File: src/rtl/bus_word_sequencer_pkg.sv
// Shared types and helpers for the bus word sequencer.
// Sizes, state encoding and mask utilities live here.
package word_pkg;

    localparam int BUS_SIZE  = 16;
    localparam int WORD_SIZE = 4;
    localparam int WORD_NUM  = BUS_SIZE / WORD_SIZE;
    localparam int IDX_W     = (WORD_NUM > 1) ? $clog2(WORD_NUM) : 1;

    typedef logic [WORD_NUM-1:0] mask_t;

    typedef enum logic {
        IDLE = 1'b0,
        SEND = 1'b1
    } state_e;

    // Index of the most significant set bit; 0 for an empty mask.
    function automatic logic [IDX_W-1:0] highest_set(input mask_t m);
        logic [IDX_W-1:0] r;
        r = '0;
        for (int i = 0; i < WORD_NUM; i++) begin
            if (m[i]) r = IDX_W'(i);
        end
        return r;
    endfunction

    // True when at most one bit of the mask is set.
    function automatic logic onehot_or_zero(input mask_t m);
        return (m & (m - mask_t'(1))) == '0;
    endfunction

endpackage

File: src/rtl/bus_word_sequencer_if.sv
// Bus-side and word-side handshake bundle of the sequencer.
// slave is the sequencer view, master the environment view.
interface bus_word_sequencer_if;
    import word_pkg::*;

    logic [BUS_SIZE-1:0]  bus_in;
    logic                 bus_valid;
    logic                 bus_ready;
    logic                 skip_zero;
    logic [WORD_SIZE-1:0] data_out;
    logic                 control_out;
    logic [IDX_W-1:0]     idx_out;
    logic                 last_out;
    logic                 valid_out;
    logic                 out_ready;
    logic                 drop_pulse;

    modport slave (
        input  bus_in, bus_valid, skip_zero, out_ready,
        output bus_ready, data_out, control_out, idx_out,
        output last_out, valid_out, drop_pulse
    );

    modport master (
        output bus_in, bus_valid, skip_zero, out_ready,
        input  bus_ready, data_out, control_out, idx_out,
        input  last_out, valid_out, drop_pulse
    );

endinterface

File: src/rtl/bus_word_sequencer_stage.sv
// Per-word stage: forwards the selected word and its
// nonzero control flag.
module word_managing_stage
    import word_pkg::*;
(
    input  logic [WORD_SIZE-1:0] word_i,
    output logic [WORD_SIZE-1:0] data_o,
    output logic                 control_o
);

    assign data_o    = word_i;
    assign control_o = |word_i;

endmodule

File: src/rtl/bus_word_sequencer.sv
// Splits accepted bus values into words, MSW first,
// optionally dropping all-zero words.
module bus_word_sequencer
    import word_pkg::*;
(
    input logic                 clk,
    input logic                 reset,
    bus_word_sequencer_if.slave bus
);

    state_e              state_q, state_d;
    logic [BUS_SIZE-1:0] buf_q, buf_d;
    mask_t               mask_q, mask_d;
    logic                drop_q, drop_d;

    logic [IDX_W-1:0]     cur;
    logic                 valid;
    logic                 last;
    logic                 ready;
    logic                 accept;
    logic                 beat;
    mask_t                new_mask;
    logic [WORD_SIZE-1:0] sel_word;
    logic [IDX_W-1:0]     idx;

    // State register with synchronous reset.
    always_ff @(posedge clk) begin
        if (reset) begin
            state_q <= IDLE;
            buf_q   <= '0;
            mask_q  <= '0;
            drop_q  <= 1'b0;
        end else begin
            state_q <= state_d;
            buf_q   <= buf_d;
            mask_q  <= mask_d;
            drop_q  <= drop_d;
        end
    end

    // Pending-word mask for an incoming bus value.
    always_comb begin
        new_mask = '0;
        for (int i = 0; i < WORD_NUM; i++) begin
            new_mask[i] = !bus.skip_zero ||
                (bus.bus_in[i*WORD_SIZE +: WORD_SIZE] != '0);
        end
    end

    // Next state: retire the current word, then load on accept.
    always_comb begin
        state_d = state_q;
        buf_d   = buf_q;
        mask_d  = mask_q;
        drop_d  = 1'b0;
        if (beat) begin
            mask_d = mask_q & ~(mask_t'(1) << cur);
            if (last) state_d = IDLE;
        end
        if (accept) begin
            buf_d = bus.bus_in;
            if (new_mask != '0) begin
                mask_d  = new_mask;
                state_d = SEND;
            end else begin
                mask_d  = '0;
                state_d = IDLE;
                drop_d  = 1'b1;
            end
        end
    end

    // Outputs: word selection, handshakes, zeroing when idle.
    always_comb begin
        valid    = (state_q == SEND);
        cur      = highest_set(mask_q);
        last     = valid && onehot_or_zero(mask_q);
        beat     = valid && bus.out_ready;
        ready    = !valid || (last && bus.out_ready);
        accept   = bus.bus_valid && ready;
        idx      = valid ? cur : '0;
        sel_word = '0;
        if (valid) begin
            sel_word = buf_q[int'(cur)*WORD_SIZE +: WORD_SIZE];
        end
    end

    word_managing_stage u_stage (
        .word_i    (sel_word),
        .data_o    (bus.data_out),
        .control_o (bus.control_out)
    );

    assign bus.valid_out  = valid;
    assign bus.idx_out    = idx;
    assign bus.last_out   = last;
    assign bus.bus_ready  = ready;
    assign bus.drop_pulse = drop_q;

endmodule
File: src/flat_wrapper.sv
// flat-port wrapper written by rule: the top's interface ports become plain ports
module bus_word_sequencer_flat import word_pkg::*;
  (clk, reset, bus_bus_in, bus_bus_valid, bus_skip_zero, bus_out_ready, bus_bus_ready, bus_data_out, bus_control_out, bus_idx_out, bus_last_out, bus_valid_out, bus_drop_pulse);
  bus_word_sequencer_if bus_i ();
  input logic clk;
  input logic reset;
  input wire logic [$bits(bus_i.bus_in)-1:0] bus_bus_in;
  input wire logic [$bits(bus_i.bus_valid)-1:0] bus_bus_valid;
  input wire logic [$bits(bus_i.skip_zero)-1:0] bus_skip_zero;
  input wire logic [$bits(bus_i.out_ready)-1:0] bus_out_ready;
  output wire logic [$bits(bus_i.bus_ready)-1:0] bus_bus_ready;
  output wire logic [$bits(bus_i.data_out)-1:0] bus_data_out;
  output wire logic [$bits(bus_i.control_out)-1:0] bus_control_out;
  output wire logic [$bits(bus_i.idx_out)-1:0] bus_idx_out;
  output wire logic [$bits(bus_i.last_out)-1:0] bus_last_out;
  output wire logic [$bits(bus_i.valid_out)-1:0] bus_valid_out;
  output wire logic [$bits(bus_i.drop_pulse)-1:0] bus_drop_pulse;
  assign bus_i.bus_in = bus_bus_in;
  assign bus_i.bus_valid = bus_bus_valid;
  assign bus_i.skip_zero = bus_skip_zero;
  assign bus_i.out_ready = bus_out_ready;
  assign bus_bus_ready = bus_i.bus_ready;
  assign bus_data_out = bus_i.data_out;
  assign bus_control_out = bus_i.control_out;
  assign bus_idx_out = bus_i.idx_out;
  assign bus_last_out = bus_i.last_out;
  assign bus_valid_out = bus_i.valid_out;
  assign bus_drop_pulse = bus_i.drop_pulse;
  bus_word_sequencer u_core (.clk(clk), .reset(reset), .bus(bus_i));
endmodule
File: config.mk
export PLATFORM = sky130hd
export DESIGN_NAME = bus_word_sequencer_flat
export DESIGN_NICKNAME = d
export VERILOG_FILES = /design/src/rtl/bus_word_sequencer_pkg.sv /design/src/rtl/bus_word_sequencer_if.sv /design/src/rtl/bus_word_sequencer_stage.sv /design/src/rtl/bus_word_sequencer.sv /design/src/flat_wrapper.sv
export SDC_FILE = /design/constraint.sdc
export NUM_CORES = 1
export LEC_CHECK = 0
export ABC_AREA = 1
export ABC_CLOCK_PERIOD_IN_PS = 3300
export BUFFER_PORTS_ARGS = -buffer_cell sky130_fd_sc_hd__buf_2
export CAP_MARGIN = 20
export CORE_MARGIN = 3
export CORE_UTILIZATION = 55
export CTS_BUF_LIST = sky130_fd_sc_hd__clkbuf_16
export CTS_CLUSTER_DIAMETER = 120
export CTS_CLUSTER_SIZE = 20
export DETAILED_ROUTE_END_ITERATION = 10
export PLACE_DENSITY = 0.83
export RECOVER_POWER = 50
export SETUP_SLACK_MARGIN = 0.1
export SLEW_MARGIN = 20
export SYNTH_ARGS = -nofsm -noshare
export SYNTH_HDL_FRONTEND = slang
export SYNTH_HIERARCHICAL = 1
export SYNTH_SLANG_ARGS = --single-unit
File: constraint.sdc
create_clock -name clk -period 3.3 [get_ports clk]
set_clock_uncertainty 0.1 [all_clocks]
set_input_delay 0.33 -clock clk [delete_from_list [all_inputs] [get_ports clk]]
set_output_delay 0.33 -clock clk [all_outputs]
set_load 0.02 [all_outputs]
# Yosys cells after proc, flatten, opt, wreduce, memory -nomap -nowiden

Cells that the tools add are included.
Widths: inputs -> output; s select.

Bits in registers: 22
Output and inout port bits: 11
Logic and storage cells: 46

Add/subtract/negate cells: 1
Shifts and indexed selects: 2
Multiplexer cells: 13
Bitwise logic cells: 4
Reduce and logical (&&, ||, !) cells: 22

Operator list:

| operator            | count |
|---|---|
| $reduce_bool 4->1   | 5 |
| $mux 4              | 4 |
| $shiftx 16x5->4     | 1 |
| $and 4x4->4         | 2 |
| $mux 1              | 6 |
| $mux 2              | 3 |
| $logic_or 1x1->1    | 5 |
| $logic_and 1x1->1   | 4 |
| $logic_not 4->1     | 1 |
| $not 4->4           | 1 |
| $reduce_bool 2->1   | 2 |
| $reduce_or 4->1     | 1 |
| $shl 1x2->4 const A | 1 |
| $sub 4x1->4 const B | 1 |
| $logic_not 1->1     | 2 |
| $reduce_and 2->1    | 1 |
| $reduce_or 2->1     | 1 |
| $not 1->1           | 1 |

# Longest topological paths before layout

Gate-level depths: netlist of the first run.

Depth after elaboration: 9
Depth in mapped cells: 12
Depth with buffers taken out: 10

# Hierarchy

Netlist of the first run, hierarchy kept.

By module, submodules not included:

| module              | times used | cells each | area each (um2) | sequential area each (um2) |
|---|---|---|---|---|
| bus_word_sequencer  | 1          | 167        | 1169.9          | 440.4 |
| word_managing_stage | 1          | 7          | 41.3            | 0.0 |

# Worst setup path after synthesis of the first run

No wires, ideal clock.

Path type: reg-to-output
Start point: register u_core.mask_q[3]
End point: output port bus_control_out
Arrival time: 1206 ps
Setup slack: 1664 ps
Stages on the path, launching flop included: 9
Buffers on the path: 1
Cells stage by stage: dfxtp_1 -> inv_2 -> nand2_4 -> inv_1 -> buf_2 -> nand3_1 -> a31oi_1 -> nor2_1 -> nand2_1

Longest elaborated chain between the ends: 4

Ends and longest elaborated chain:

| element                | line                           | text |
|---|---|---|
| from (decl)            | bus_word_sequencer.sv:13       | `mask_t mask_q, mask_d;` |
| from (signal assigned) | bus_word_sequencer.sv:36       | `mask_q <= mask_d;` |
| $mux 2                 | bus_word_sequencer_pkg.sv:22   | `if (m[i]) r = IDX_W'(i);` |
| $shiftx 16x5->4        | bus_word_sequencer.sv:84       | `sel_word = buf_q[int'(cur)*WORD_SIZE +: WORD_SIZE];` |
| $mux 4                 | bus_word_sequencer.sv:83       | `if (valid) begin` |
| via u_core.sel_word[3] | bus_word_sequencer.sv:23       | `logic [WORD_SIZE-1:0] sel_word;` |
| $reduce_or 4->1        | bus_word_sequencer_stage.sv:12 | `assign control_o = \|word_i;` |
| to (decl)              | flat_wrapper.sv:13             | `output wire logic [$bits(bus_i.control_out)-1:0] bus_control_out;` |

The timed path passes the listed nets, and every way through them passes these cells.

# Final worst setup path of the first run

Start point: register u_core.mask_q[1]
End point: register u_core.buf_q[12]

Longest elaborated chain between the ends: 7

Ends and longest elaborated chain:

| element              | line                         | text |
|---|---|---|
| $sub 4x1->4          | bus_word_sequencer_pkg.sv:29 | `return (m & (m - mask_t'(1))) == '0;` |
| $and 4x4->4 *        | bus_word_sequencer_pkg.sv:29 |  |
| $logic_not 4->1 *    | bus_word_sequencer_pkg.sv:29 |  |
| $logic_and 1x1->1 *  | bus_word_sequencer.sv:77     | `last = valid && onehot_or_zero(mask_q);` |
| $logic_and 1x1->1 *  | bus_word_sequencer.sv:79     | `ready = !valid \|\| (last && bus.out_ready);` |
| $logic_or 1x1->1 *   | bus_word_sequencer.sv:79     |  |
| $logic_and 1x1->1 *  | bus_word_sequencer.sv:80     | `accept = bus.bus_valid && ready;` |
| to (signal assigned) | bus_word_sequencer.sv:35     | `buf_q <= buf_d;` |
| to (decl)            | bus_word_sequencer.sv:12     | `logic [BUS_SIZE-1:0] buf_q, buf_d;` |

Every way passes the cells marked *; elsewhere a longest branch is shown, timed or not.
A chain may end at the register's enable or synchronous reset.

==> summary.md, run 1 <==
| Metric | Value |
|---|---|
| Final Util | 67.5% |
| Hold Fails Final Rpt | 0 |
| Num rows | 16 |
| Core area | between 2000 and 2500 µm² |
| Post-synth top area share | ~36% |
| Die extent in x | about 53 µm |
| Syn Area/Cell | just under 7 µm² |
| Syn Inst Count | 174 |
| Drt drc | 0 |
| Setup crit start | u_core/mask_q[1] |
| Hold Crit Class | in2reg |
| Peak supply drop | between 0.0004 and 0.0005 V |
| Status | finished clean |
| Required @ worst endpoint | around 3.3 ns |
| Drt via density | between 5 and 6 |
| Vias | between 1000 and 1500 |
| Slew Limit Fails | 0 |
| Vias in the first global route | about 1100 |
| Cell Pwr Density | ~520 nW/µm² |
| Io pins | 32 |
| Critical path class | reg2reg |
| Initial Utilization | 59.9% |
| Total Neg Setup Slack | 0 ns |
| Post-CTS Setup Inserts | 0 |
| Number of port buffers | 31 |
| Crit path top cell by count | nand2_1 |
| Fin crit share | 73.0% |
| CP Cell Sequence | clkinvlp_2 > nand2_1 > nand2_1 > nand3_2 > nand2_1 > nand2_1 > inv_8 > nor2_1 > nor2_1 |
| Max stage delay on crit path | ~0.59 ns |
| Worst-path clk slew | roughly 0.06 ns |
| Max-cap viol count | 0 |
| Synthesized Nets | roughly 200 |
| Detailed Place HPWL | between 2 and 2.5 mm |
| Critical Path AT | 2.45 ns |
| Diodes inserted | 0 |
| Synth cell types | 26 |
| Slew margin rel. | around 49% |
| Worst slew pin tran | about 0.77 ns |
| Sequential area share after synthesis | between 30% and 40% |
| CTS buffer count | 3 |
| CP endpoint kind | register |
| Largest net degree at the start of global routing | 22 |
| RSZ-0062 raised after global routing | no |
| Dpl cell area | around 1300 µm² |
| CTS tree | done |
| # hold bufs at CTS | 0 |
| Yosys top cell by area | dfxtp_1 |
| Wire per inst | roughly 12 µm |
| Slowest CP cell | nand2_1 |
| Worst-Skew Late Latency | about 0.25 ns |
| # clock sinks | 22 |
| DIE AREA | ~2800 µm² |
| #FFs+latches synth | 22 |
| Detailed Route WL | between 2 and 3 mm |
| DR iter-0 viols | 40 |
| Initial antenna violation count | 0 |
| Tot Pwr | between 0.0007 and 0.0008 W |
| Nets@finish | ~220 |
| GPL Wtd Cong | between 0.9 and 1 |
| First-pass GRT wire length | 4.52 mm |
| Clock buffer depth | 2 |
| Grt ovf | 0 |
| Fill count | a little under 200 |
| Post-cts resize count | 0 |
| Crit Reg-Reg Startpoint | u_core/mask_q[1] |
| GRT Util Overall | ~22% |
| Syn-to-layout area delta | 12.7% |
| Die height | between 50 and 60 µm |
| Mapped Area | 1210 µm² |
| Max Clk Rate | between 400 and 500 MHz |
| Post-route cell area | roughly 1400 µm² |
| Pre-antenna DRT Iters | 4 |
| Startpoint Class | register |
| Worst Path Max Fanout | 21 |
| Area contributors post-synth | dfxtp_1 (36%), nor2_1 (14%), nand2_1 (7.1%) |
| CTS root buf | clkbuf_16 |
| Yosys Warn Count | 6 |
| Final setup vio count | 0 |
| Static leakage | between 0.6 and 0.7 nW |
| Routed Antenna Nets | 0 |
| Share of layout cells above drive strength 1 | 21.1% |
| Final min period | roughly 2.4 ns |
| H-tree depth | 1 |
| Hold path startpoint | reset |
registers in the layout (all words and copies together), names as in the netlist:
register / flops
u_core/bus.drop_pulse: 1
u_core/buf_q: 16
u_core/bus.valid_out: 1
u_core/mask_q: 4
synthesized netlist by cell type (all sizes together):
cell type and number:
dfxtp 22, nand3 14, nor2 45, buf 9
o21a 1, nand2 29, inv 18, nor3 3
o211ai 4, and2 1, nand3b 1, a31oi 4
o21ai 18, clkbuf 1, a21oi 4
cell families (layout without fill, tap and decap cells):
group,Yosys count,after routing,share of synthesized area (%)
buffers and inverters,28,53,14.5
DFF,22,22,36.4
AOI/OAI and AO/OA,31,31,14.6
and+or+nand+nor,93,93,34.6
path summary, 6_finish.rpt:
path / to / slack (ns) / cells after the start
worst min-delay path: u_core/bus.valid_out / 0.20 / 2
worst max register to register: u_core/buf_q[12] / 0.89 / 9
worst max-delay path: u_core/buf_q[12] / 0.89 / 9
worst min register to register: u_core/buf_q[15] / 0.38 / 2
final cells by class:
cell class                      instances  area, µm²  area share, %
Clock buffer                            3       75.1           5.50
Clock inverter                          1       3.75          0.275
Inverter                               18       76.3           5.59
Multi-Input combinational cell        124        583           42.7
Sequential cell                        22        440           32.3
Tap cell                               27       33.8           2.47
Timing Repair Buffer                   31        153           11.2
cells in the final DEF, fill, tap and decap left out, types with 3 or more instances in the layout:
| cell | instances |
|---|---|
| o21ai_1 | 3 |
| inv_1 | 14 |
| nor2_1 | 44 |
| nand3_1 | 13 |
| buf_2 | 29 |
| a21oi_1 | 3 |
| dfxtp_1 | 22 |
| clkbuf_16 | 3 |
| o211ai_1 | 4 |
| nand2_1 | 26 |
| a31oi_1 | 4 |
| o21ai_0 | 15 |
| nor3_1 | 3 |
routing by layer:
layer / up-vias / GRT usage, % / part of all wire (%)
met4: 0 / 10.2 / 2.4
met5: - / 0 / 0
met2: 44 / 37.8 / 47
met1: 534 / 26.6 / 43
li1: 605 / - / -
met3: 8 / 4.23 / 7.3
worst max-delay path: cells and delay by family, from the launching register on:
kind	cells	cell delay [ns]
simple gates	7	1.20
flops	1	0.52
buf+inv	2	0.48
report_power, final:
part           leakage [nW]  internal [W]  switching (W)
Combinational         0.437     0.0000530      0.0000984
Sequential            0.182      0.000288      0.0000178
Clock                0.0385      0.000162      0.0000912
through the flow:
stage / setup WS (ns) / std cells / hold slack, ns
6_report: 0.892 / 226 / 0.203
5_1_grt: 0.693 / 226 / 0.218
4_1_cts: 1.10 / 226 / 0.204
3_5_place_dp: 1.37 / 222 / 0.374
3_3_place_gp: 1.48 / 222 / 0.367
2_1_floorplan: 1.66 / 174 / 0.299
Note: power is estimated with default switching activity, not from simulation.
==> run 2: changes to the inputs <==
ABC_CLOCK_PERIOD_IN_PS = 2000   (was 3300)
CORE_UTILIZATION = 46   (was 55)
PLACE_DENSITY = 0.74   (was 0.83)
clock period = 2 ns   (was 3.3 ns; I/O delays follow)
==> run 2 against run 1 <==
Cell area increased by 4.9%. Combinational power increased by 89%. Core utilization decreased by 6.8 points. Register-to-register slack got worse by 0.64 ns. Non-clock buffer count increased by 3. First-iteration DRC count increased by 15%.
==> summary.md, run 2 (same netlist as run 1, synthesis figures left out) <==
| Metric | Value |
|---|---|
| First-pass GRT wire length | 4.48 mm (-0.91%) |
| Multi-input logic area | 614 µm² (+5.4%) |
| Max Clk Rate | between 500 and 600 MHz |
| Initial antenna violation count | 0 (unchanged) |
| Worst-path clk slew | 0.05 ns (about the same) |
| Largest net degree at the start of global routing | 22 (unchanged) |
| Vias | 1174 (-1.4%) |
| Critical path class | reg2out |
| Detailed Place HPWL | 2.07 mm (+1.9%) |
| Final Util | 60.7% (-6.8 points) |
| Layout Cells excl Fill | 230 (+1.8%) |
| CTS buffer count | 3 (unchanged) |
| R2r setup slk | 0.25 ns (-0.64 ns) |
| DR iter-0 viols | 46 (+15%) |
| Startpoint Class | register |
| DIE AREA | 3280 µm² (+17%) |
| Fill count | 230 (+17%) |
| Worst Path Max Fanout | 7 (-67%) |
| GPL Wtd Cong | 0.897 (-2.7%) |
| CTS root buf | clkbuf_16 |
| # clock sinks | 22 (unchanged) |
| End of the worst register-to-register path | u_core/mask_q[1] |
| Clock buffer depth | 2 (unchanged) |
| Slew margin rel. | 65.4% (+17 points) |
| Nets@finish | 225 (+1.8%) |
| Hold Path Cell Cnt | 2 (unchanged) |
| Wire per inst | 12.3 µm (+3.2%) |
| Commonest non-fill, non-tap cell in the layout | nor2_1 |
| Worst slew pin tran | 0.516 ns (-0.253 ns) |
| Static leakage | 0.667 nW (+1.4%) |
| Largest register by flop count | u_core/buf_q |
| Initial Utilization | 51.3% (-8.6 points) |
| Post-route cell area | 1430 µm² (+4.9%) |
| Diodes inserted | 0 (unchanged) |
| Grt ovf | 0 (unchanged) |
| RSZ-0062 raised after global routing | no |
| Core area | 2360 µm² (+17%) |
| Routed Antenna Nets | 0 (unchanged) |
| Die height | 57.3 µm (+8.3%) |
| H-tree depth | 1 (unchanged) |
| Max reg flops | 16 (unchanged) |
| Drt via density | 5.10 (-3.1%) |
| Final setup vio count | 0 (unchanged) |
| Syn-to-layout area delta | 18.3% |
| Drt drc | 0 (unchanged) |
| Crit Reg-Reg Startpoint | u_core/mask_q[1] |
| Max-cap viol count | 0 (unchanged) |
| Cell Pwr Density | 833 nW/µm² (+60%) |
| Dpl cells | 224 (+0.90%) |
| Total Neg Setup Slack | 0 ns (unchanged) |
| Worst-Skew Late Latency | 0.25 ns (about the same) |
| Die extent in x | 57.3 µm (+8.3%) |
| Reg2reg path depth | 10 (+1) |
| Critical Path AT | 1.51 ns (-0.94 ns) |
| Final min period | between 1.5 and 2 ns |
| Required @ worst endpoint | 1.70 ns (-1.64 ns) |
| Fin crit share | 90.6% |
| Number of port buffers | 31 (unchanged) |
| Pre-antenna DRT Iters | 4 (unchanged) |
| Worst Hold End | u_core/mask_q[3] |
| CP endpoint kind | output pin |
| GRT Util Overall | 17.1% (-5.1 points) |
| Hold path startpoint | reset |
| Share of layout cells above drive strength 1 | 25.2% (+4.1 points) |
| Detailed Route WL | 2.84 mm (+5.0%) |
| Peak supply drop | 0.000580 V (+38%) |
| Most frequent cells in the layout | nor2_1 (44), buf_2 (26), nand2_1 (25) |
| Hold Fails Final Rpt | 0 (unchanged) |
| Hold Crit Class | in2reg |
| Register area | 443 µm² (+0.57%) |
| Regs by FF count | u_core/buf_q x16, u_core/mask_q x4 |
| CTS tree | done |
| Num rows | 17 (+1) |
| Vias in the first global route | 1043 (-2.6%) |
| Dpl cell area | 1320 µm² (+0.67%) |
| Slew Limit Fails | 0 (unchanged) |
| # hold bufs at CTS | 0 (unchanged) |
| Io pins | 32 (unchanged) |
| Status | finished clean |
-- run 2: cell count changes in the layout (fill, tap and decap cells not counted), moves of 2 or more --
cell / previous run / this run
buf_2: 29 / 26
buf_4: 0 / 3
clkbuf_1: 2 / 5
a31oi_1: 4 / 2
a31oi_2: 0 / 2
clkinvlp_4: 0 / 2
dfxtp_1: 22 / 20
dfxtp_2: 0 / 2
inv_1: 14 / 12
-- run 2: worst max path at each step --
stage / startpoint / cells after the start / endpoint
after detailed placement: u_core/mask_q[3] / 8 / bus_control_out
final: u_core/mask_q[3] / 8 / bus_control_out
after global routing: u_core/mask_q[3] / 10 / u_core/mask_q[3]
after global placement: u_core/mask_q[3] / 8 / bus_control_out
after floorplan: u_core/bus.valid_out / 8 / u_core/buf_q[0]
after CTS: u_core/mask_q[3] / 8 / bus_control_out
-- run 2: cell type report --
class,instances,share of cell area (%)
multi-input cells,124,42.9
flip-flops and latches,22,30.9
repair buffers,34,12.0
inverters,18,6.03
clock buffers,3,5.24
well taps,28,2.45
repair inverters,1,0.524
-- run 2: where the power goes --
group | internal [W] | leakage (nW) | switching, W
Sequential | 0.000476 | 0.183 | 0.0000261
Combinational | 0.000103 | 0.447 | 0.000182
Clock | 0.000263 | 0.0370 | 0.000143
-- run 2: per-layer routing --
metal	up-vias	share of wire, %	routed length [µm]	GRT usage, %
met1	519	45	1270	21.8
met2	32	48	1370	30.0
met3	6	5.0	141	2.94
met5	-	0	0	0
li1	617	-	-	-
met4	0	1.7	49	3.97
-- run 2: per-stage QoR --
stage | power (W) | hold WS [ns] | worst slack [ns]
finish | 0.00119 | 0.0817 | 0.187
global route | 0.00126 | 0.0865 | 0.0754
CTS | 0.00118 | 0.0811 | 0.121
detailed placement | 0.000773 | 0.341 | 0.337
global placement | 0.000767 | 0.335 | 0.335
floorplan | 0.000718 | 0.169 | 0.408
-- run 2: worst max-delay path: stages, from the launching register on --
cell and delay [ns]:
dfxtp_2 0.38, inv_2 0.08, nand2_4 0.12, clkinvlp_4 0.14, nand3_1 0.13, a31oi_2 0.10, nor2_1 0.10, nand2_1 0.06
buf_2 0.15
-- run 2: timing repair --
item,4_1_cts,5_1_grt
resized for setup,2,7
endpoints found under the setup margin,1,2
pin swaps,0,2
cloned,0,1
setup buffers,0,2
